`config.mk`:
```
export PLATFORM = sky130hd
export DESIGN_NAME = video_in_dma_sched
export DESIGN_NICKNAME = d
export VERILOG_FILES = /design/src/rtl/video_in_dma_sched.sv
export SDC_FILE = /design/constraint.sdc
export NUM_CORES = 1
export LEC_CHECK = 0
export CORE_MARGIN = 1.5
export CORE_UTILIZATION = 45
export DETAILED_ROUTE_END_ITERATION = 10
export PLACE_DENSITY = 0.81
export SETUP_SLACK_MARGIN = 0.4
export SLEW_MARGIN = 10
export SYNTH_ARGS = -nofsm -noshare
export SYNTH_HDL_FRONTEND = slang
export SYNTH_SLANG_ARGS = --single-unit
```
`constraint.sdc`:
```
create_clock -name clk -period 5.57 [get_ports clk]
set_input_delay 0.8355 -clock clk [delete_from_list [all_inputs] [get_ports clk]]
set_output_delay 0.8355 -clock clk [all_outputs]
set_load 0.05 [all_outputs]
```
`src/rtl/video_in_dma_sched.sv`:
```
// -----------------------------------------------------------------------------
// video_in_dma_sched
//
// Drains the capture FIFO into NB_BUF contiguous frame buffers in RAM over a
// wishbone master port. A locked write burst of BURST words starts only once
// the FIFO holds at least BURST words, so the FIFO can never underflow during
// a burst. Each word is popped (r_ack) on its bus ACK, and a one-cycle STB gap
// follows so that the show-ahead FIFO head can refresh. At the end of every
// frame the buffer index rotates and an interrupt is raised.
//
// Optional feature macro: VIDEO_IN_DMA_IRQ_LATCH_EN
//   undefined : interrupt is a one-cycle pulse in the frame-completing NEXT cycle
//   defined   : interrupt is a level, set at frame completion, cleared by
//               irq_ack (set wins over a simultaneous clear)
//
// Ports
//   clk, nRST            clock, asynchronous active-low reset
//   wb_reg_ctr           bit0 = enable
//   wb_reg_data          byte base address of buffer 0 (bits[1:0] ignored)
//   nb_pack_available    FIFO fill count, data_fifo = FIFO head word
//   r_ack                one-cycle FIFO pop
//   interrupt, irq_ack   end-of-frame interrupt and its clear
//   cur_buf              buffer currently being written
//   err                  sticky wishbone error flag
//   p_wb_*               wishbone master signals
//
// States
//   S_IDLE  | disabled, waiting for enable (restarts the frame at word 0)
//   S_WAIT  | enabled, waiting for BURST words in the FIFO
//   S_BUS   | locked burst in progress; STB alternates with gap cycles
//   S_NEXT  | one cycle after a burst; frame wrap and buffer rotation
//   S_FAULT | bus error seen; parked until enable is cleared
// -----------------------------------------------------------------------------
module video_in_dma_sched #(
    parameter int IMG_W   = 640,
    parameter int IMG_H   = 480,
    parameter int NB_BUF  = 2,
    parameter int BURST   = 8,
    parameter int FIFO_AW = 5
) (
    input  logic               clk,
    input  logic               nRST,
    input  logic [31:0]        wb_reg_ctr,
    input  logic [31:0]        wb_reg_data,
    input  logic [FIFO_AW:0]   nb_pack_available,
    input  logic [31:0]        data_fifo,
    output logic               r_ack,
    output logic               interrupt,
    input  logic               irq_ack,
    output logic [1:0]         cur_buf,
    output logic               err,
    output logic               p_wb_CYC_O,
    output logic               p_wb_STB_O,
    output logic               p_wb_LOCK_O,
    output logic [3:0]         p_wb_SEL_O,
    output logic [31:0]        p_wb_ADR_O,
    output logic [31:0]        p_wb_DAT_O,
    input  logic               p_wb_ACK_I,
    input  logic               p_wb_ERR_I
);

    localparam int FRAME_WORDS = IMG_W * IMG_H / 4;
    localparam int WIW         = $clog2(FRAME_WORDS + 1);
    localparam int BCW         = $clog2(BURST + 1);

    localparam logic [FIFO_AW:0] BURST_CNT   = BURST[FIFO_AW:0];
    localparam logic [BCW-1:0]   BURST_LAST  = BCW'(BURST - 1);
    localparam logic [WIW-1:0]   FRAME_LAST  = WIW'(FRAME_WORDS);
    localparam logic [1:0]       BUF_LAST    = 2'(NB_BUF - 1);

    typedef enum logic [2:0] {
        S_IDLE,
        S_WAIT,
        S_BUS,
        S_NEXT,
        S_FAULT
    } state_t;

    state_t         state_q, state_d;
    logic           stb_q, stb_d;
    logic [WIW-1:0] word_idx_q, word_idx_d;
    logic [BCW-1:0] burst_cnt_q, burst_cnt_d;
    logic [1:0]     cur_buf_q, cur_buf_d;
    logic [29:0]    base_q, base_d;
    logic           err_q, err_d;
    logic           irq_set;

    logic           enable;
    logic           ack_ok;
    logic           err_hit;
    logic           frame_done;
    logic [31:0]    word_off;
    logic           unused_bits;

    assign enable     = wb_reg_ctr[0];
    // ERR wins over a simultaneous ACK; ACK/ERR outside STB are ignored.
    assign err_hit    = stb_q && p_wb_ERR_I;
    assign ack_ok     = stb_q && p_wb_ACK_I && !p_wb_ERR_I;
    assign frame_done = (state_q == S_NEXT) && (word_idx_q == FRAME_LAST);
    assign unused_bits = ^{wb_reg_ctr[31:1], wb_reg_data[1:0], irq_ack};

    always_ff @(posedge clk or negedge nRST) begin
        if (!nRST) begin
            state_q     <= S_IDLE;
            stb_q       <= 1'b0;
            word_idx_q  <= '0;
            burst_cnt_q <= '0;
            cur_buf_q   <= 2'd0;
            base_q      <= '0;
            err_q       <= 1'b0;
        end else begin
            state_q     <= state_d;
            stb_q       <= stb_d;
            word_idx_q  <= word_idx_d;
            burst_cnt_q <= burst_cnt_d;
            cur_buf_q   <= cur_buf_d;
            base_q      <= base_d;
            err_q       <= err_d;
        end
    end

    always_comb begin
        state_d     = state_q;
        stb_d       = stb_q;
        word_idx_d  = word_idx_q;
        burst_cnt_d = burst_cnt_q;
        cur_buf_d   = cur_buf_q;
        base_d      = base_q;
        err_d       = err_q;
        irq_set     = 1'b0;
        case (state_q)
            S_IDLE: begin
                stb_d = 1'b0;
                if (enable) begin
                    state_d    = S_WAIT;
                    word_idx_d = '0;
                    base_d     = wb_reg_data[31:2];
                end
            end
            S_WAIT: begin
                if (!enable) begin
                    state_d = S_IDLE;
                end else if (nb_pack_available >= BURST_CNT) begin
                    state_d     = S_BUS;
                    stb_d       = 1'b1;
                    burst_cnt_d = '0;
                end
            end
            S_BUS: begin
                if (err_hit) begin
                    state_d = S_FAULT;
                    stb_d   = 1'b0;
                    err_d   = 1'b1;
                end else if (ack_ok) begin
                    stb_d       = 1'b0;
                    word_idx_d  = word_idx_q + WIW'(1);
                    burst_cnt_d = burst_cnt_q + BCW'(1);
                    if (burst_cnt_q == BURST_LAST) begin
                        state_d = S_NEXT;
                    end
                end else if (!stb_q) begin
                    // gap cycle over: FIFO head now shows the next word
                    stb_d = 1'b1;
                end
            end
            S_NEXT: begin
                if (frame_done) begin
                    word_idx_d = '0;
                    cur_buf_d  = (cur_buf_q == BUF_LAST) ? 2'd0 : cur_buf_q + 2'd1;
                    irq_set    = 1'b1;
                end
                if (enable) begin
                    state_d = S_WAIT;
                    // a new frame starts here, so pick up the current base
                    if (frame_done) begin
                        base_d = wb_reg_data[31:2];
                    end
                end else begin
                    state_d = S_IDLE;
                end
            end
            S_FAULT: begin
                stb_d = 1'b0;
                if (!enable) begin
                    state_d = S_IDLE;
                end
            end
            default: begin
                state_d = S_IDLE;
                stb_d   = 1'b0;
            end
        endcase
    end

`ifdef VIDEO_IN_DMA_IRQ_LATCH_EN
    logic irq_q, irq_d;

    always_comb begin
        irq_d = irq_q;
        if (irq_set) begin
            irq_d = 1'b1;
        end else if (irq_ack) begin
            irq_d = 1'b0;
        end
    end

    always_ff @(posedge clk or negedge nRST) begin
        if (!nRST) begin
            irq_q <= 1'b0;
        end else begin
            irq_q <= irq_d;
        end
    end

    assign interrupt = irq_q;
`else
    assign interrupt = irq_set;
`endif

    assign word_off = 32'(cur_buf_q) * 32'(FRAME_WORDS) + 32'(word_idx_q);

    assign r_ack       = (state_q == S_BUS) && ack_ok;
    assign cur_buf     = cur_buf_q;
    assign err         = err_q;
    assign p_wb_CYC_O  = (state_q == S_BUS);
    assign p_wb_LOCK_O = (state_q == S_BUS);
    assign p_wb_STB_O  = stb_q;
    assign p_wb_SEL_O  = stb_q ? 4'hF : 4'h0;
    assign p_wb_DAT_O  = stb_q ? data_fifo : 32'h0;
    assign p_wb_ADR_O  = {base_q, 2'b00} + {word_off[29:0], 2'b00};

endmodule

```
* Yosys cells after proc, flatten, opt, wreduce, memory -nomap -nowiden
Index checks and enable logic that the tools add are counted.
Operators by class: $add $sub $neg 5, $mul 1, magnitude comparators 1, equality and inequality tests 18, multiplexer cells 33, bitwise logic cells 1, reduce and logical (&&, ||, !) cells 17
Operator list (number):
- $mux 30 | 3
- $mux 17 | 4
- $pmux 30 s2 | 1
- $pmux 17 s3 | 1
- $add 32x22->32 | 1
- $mux 32 | 1
- $mux 3 | 7
- $add 19x17->20 | 1
- $mux 4 | 5
- $add 17x1->17 const B | 1
- $eq 17x17->1 const B | 1
- $pmux 3 s5 | 1
- $reduce_and 5->1 | 3
- $ne 2x2->1 const B | 7
- $mul 2x7->9 const B | 1
- $pmux 4 s2 | 1
- $mux 1 | 7
- $eq 3x2->1 const B | 2
- $ge 6x4->1 const B | 1
- $ne 3x1->1 const B | 2
- $logic_and 1x1->1 | 5
- $add 4x1->4 const B | 1
- $eq 4x3->1 const B | 1
- $reduce_and 2->1 | 2
- 15 further kinds | 16
Storage, ports and cells: register bits 58, input bits 107, output and inout bits 76, logic and storage cells 83

* Logic depth before layout (Yosys ltp)
word-level depth 5, gate-level depth with buffers 18

* Worst setup path after synthesis
No wires, ideal clock.
path kind register -> output, start register cur_buf_q[0], in the netlist cur_buf[0], end output p_wb_ADR_O[31], arrival time 4762 ps, required time 4734 ps, slack -28 ps, cell stages (with the launch flop) 18, cells stage by stage dfrtp_1 inv_1 ha_1 inv_1 ha_1 a21o_1 a21oi_1 nor2b_1 o21a_1 o41a_1 xnor2_1 ha_1 clkbuf_1 and4_1 nand3_1 a211oi_1 o21ai_0 xnor2_1
On the way: word-level cells in the longest chain between the ends 3
Ends and longest elaborated chain:
- start: declaration | line 83 | logic [1:0] cur_buf_q, cur_buf_d;
- start signal: assignment | line 116 | cur_buf_q <= cur_buf_d;
- $mul 2x7->9 | line 220 | assign word_off = 32'(cur_buf_q) * 32'(FRAME_WORDS) + 32'(word_idx_q);
- $add 19x17->20 | line 220
- $add 32x22->32 | line 230 | assign p_wb_ADR_O = {base_q, 2'b00} + {word_off[29:0], 2'b00};
- end: declaration | line 56 | output logic [31:0] p_wb_ADR_O,
No other way between the ends.

* Worst setup path after layout
start register cur_buf_q[1], in the netlist cur_buf[1], end output p_wb_ADR_O[27]
Same word-level chain as after synthesis.

==> metrics.csv <==
stage,metric,value,unit
global_routing,antenna violations before repair,0,
worst_setup_path,critical path class,reg -> out,
timing,Clock Skew,17.1,ps
pwr,Leak,0.00303,µW
final_layout,FILL cells,811,
cts,Clock Sink Count,58,
cts,clk_lat worst skew,360,ps
timing,Final Cycle Share,89.7,%
final_layout,Reg area,1450,µm²
global_routing,most used routing layer,met2,
final_layout,post-route cell area,6580,µm²
flow_run,max-cap check violation count,0,
cts,CTS root buffer,clkbuf_8,
placed_design,DP HPWL,9260,µm
cts,Clock Path Buffers,2,
timing,Period minus WS final,5000,ps
worst_setup_path,Critical Path RT,4730,ps
cts,cts bufs inserted,9,
logic_synthesis,Ys Warns,0,
worst_setup_path,Crit path largest cell delay,430,ps
timing,Hold Slack,481,ps
final_layout,layout cell share with drive strength beyond 1,14.3,%
global_routing,GRT Util Overall,23.6,%
global_routing,M3 GR Usage,4.51,%
detailed_routing,drt drc,0,
floorplan,IO Pins,183,
worst_setup_path,Worst Setup End Kind,output pin,
cts,# hold bufs at CTS,0,
global_routing,GR Util met2,38.8,%
floorplan,Die Span X,105,µm
timing,setup TNS,0,ps
cts,"Reg clk slew, reported paths",80,ps
floorplan,Core ar.,10200,µm²
logic_synthesis,most used flip-flop cell after synthesis,dfrtp_1,
final_layout,ant diodes,0,
timing,Slew HR,31.4,%
timing,Final setup viols,0,
global_routing,first-pass GRT wire length,21200,µm
logic_synthesis,ys async rst share,100,%
final_layout,NumNets Final,803,
worst_setup_path,peak fanout along the critical path,8,
cts,CTS H-Tree Depth,3,
floorplan,Site Rows,37,
worst_setup_path,Crit path arrival time,4160,ps
hold_path,Hold Path Class,reg -> reg,
floorplan,Die Y,105,µm
logic_synthesis,post-synthesis sequential area ratio,30.8,%
detailed_routing,Pre-antenna DRT Iters,5,
outcome,status,completed,
cts,TritonCTS clock tree,done,
timing,Fin. Hold Viols,0,
worst_setup_path,Reg2Reg Setup Slack,2070,ps
worst_setup_path,Slowest cell on crit path,dfrtp_2,
placed_design,buffers added on ports,143,
global_routing,vias in the first global route,4383,
placed_design,Place WS,404,ps
detailed_routing,Routed WL per cell,16.0,µm
pwr,VDD IR max,280,µV
timing,"Slew Viols, Final",0,
logic_synthesis,Cell variety after synth,58,
floorplan,full die area,11100,µm²
detailed_routing,drt via density,5.67,
placed_design,Placer Congestion,0.892,
worst_setup_path,startpoint types,flip-flop,
global_routing,largest net degree at the start of global routing,59,
global_routing,Congestion Overflow GR,0,
timing,fin worst setup slack,571,ps
global_routing,M1 GR Usage,31.1,%
detailed_routing,DRT iter0 DRCs,395,
logic_synthesis,Post-synth EDFFs,0,
worst_setup_path,most used cell along the critical path,ha_1,
final_layout,multi-input logic area,3160,µm²
detailed_routing,vias after detailed routing,4534,
timing,RSZ-0062 raised after global routing,no,
timing,fmax,0.200,GHz
timing,actual slew at the worst max-slew pin,1030,ps
logic_synthesis,Syn Inst Count,530,
logic_synthesis,Post-Syn Area,4710,µm²
floorplan,Initial Util,46.0,%
placed_design,Post-DP Area,6220,µm²
worst_setup_path,worst path cell trace,ha_1 > inv_2 > ha_1 > a21o_1 > a21oi_2 > nor2b_1 > o21a_1 > o41a_1 > xnor2_2 > ha_4 > and4_4 > and2_1 > o211a_4 > o211ai_1 > xnor2_4 > buf_12,
pwr,power per cell area,492,nW/µm²
detailed_routing,DRT antenna net count,0,
pwr,Final Total Pwr,3240,µW
final_layout,Area growth syn-to-layout,39.7,%
logic_synthesis,mean area per synthesized cell,8.89,µm²
detailed_routing,Routed WL,12800,µm
logic_synthesis,synthesis-stage register bit count,58,
==> cell families (layout without fill, tap and decap cells) <==
kind of cell / Yosys count / after routing / share of synthesized area [%]
AND/OR/NAND/NOR: 190 / 190 / 21.0
flip-flops: 58 / 58 / 30.8
buffers and inverters: 49 / 182 / 4.94
adder cells (fa/ha/maj): 37 / 37 / 10.1
other: 1 / 2 / 0.0796
AO/OA/AOI/OAI: 135 / 135 / 18.0
multiplexers: 31 / 31 / 9.59
XOR/XNOR: 29 / 29 / 5.39
==> registers in the layout (all words and copies together) (netlist names) <==
signal	count
base_q	30
word_idx_q	17
burst_cnt_q	4
state_q	3
cur_buf	2
err	1
p_wb_STB_O	1
==> worst paths after layout <==
kind,startpoint,to,depth (start not counted)
setup reg to reg,word_idx_q[7],base_q[29],6
setup / recovery,cur_buf[1],p_wb_ADR_O[27],16
hold / removal,err,err,1
max in group asynchronous,nRST,cur_buf[0],2
hold reg to reg,err,err,1
min in group asynchronous,nRST,base_q[19],2
==> power by group <==
part	leakage, µW	switching (µW)	internal (µW)
registers	0.000733	170	552
logic	0.00217	1230	806
clock network	0.000126	182	302
total	0.00303	1580	1660
==> final cells by class <==
| cell class | instances | share of cell area (%) |
|---|---|---|
| multi-input cells | 424 | 48.1 |
| repair buffers | 150 | 22.6 |
| clock buffers | 13 | 2.72 |
| inverters | 16 | 0.913 |
| clock inverters | 3 | 1.05 |
| well taps | 136 | 2.59 |
| flip-flops and latches | 58 | 22.1 |
==> cells in the mapped netlist, types with 14 or more instances <==
cell type | instances | area, µm²
and2_1 | 36 | 225
dfrtp_1 | 58 | 1450
a21oi_1 | 31 | 155
nor2_1 | 40 | 150
xor2_1 | 15 | 131
clkbuf_1 | 22 | 82.6
xnor2_1 | 14 | 123
nand2_1 | 41 | 154
ha_1 | 35 | 438
mux2_4 | 28 | 420
o21ai_0 | 49 | 245
inv_1 | 15 | 56.3
==> worst max-delay path: cells and delay by family (launching register included) <==
family | cells | cell delay [ps]
xor+xnor | 2 | 420
simple gates | 3 | 400
compound gates | 6 | 1530
flops | 1 | 430
fa+ha+maj | 3 | 830
buf+inv | 2 | 210
==> metal layers <==
metal	up-vias	wire length, µm
met2	149	6400
met4	0	288
met1	2213	5540
met3	26	583
li1	2146	-
met5	-	0
==> timing repair <==
action	in CTS	in global routing
resized for setup	9	17
pin swaps	2	8
setup endpoints to repair	13	14
cloned	0	0
setup buffers	1	3
==> placed cells by master (no fill, tap or decap), drive strengths merged, types with 3 or more instances in the layout <==
master / instances
nor4: 4
inv: 15
xnor2: 14
o21a: 5
mux2: 29
nand2: 41
nand4: 11
buf: 18
a21o: 13
o21ai: 49
and4: 3
dlymetal6s2s: 3
o31ai: 3
nor3: 13
xor2: 15
clkdlybuf4s50: 127
nand2b: 3
nor2: 40
dfrtp: 58
or3: 3
a21oi: 31
nand3b: 4
o211ai: 3
a31oi: 7
a211oi: 4
and2: 36
ha: 35
nand3: 14
o21bai: 3
and3: 11
clkbuf: 13
==> through the flow <==
stage | std cells | utilization [%]
CTS | 797 | 63.6
global placement | 780 | 60.8
detailed placement | 780 | 60.8
floorplan | 531 | -
finish | 800 | 64.3
global route | 800 | 64.3
No activity file was read; power rests on OpenSTA's default activity.
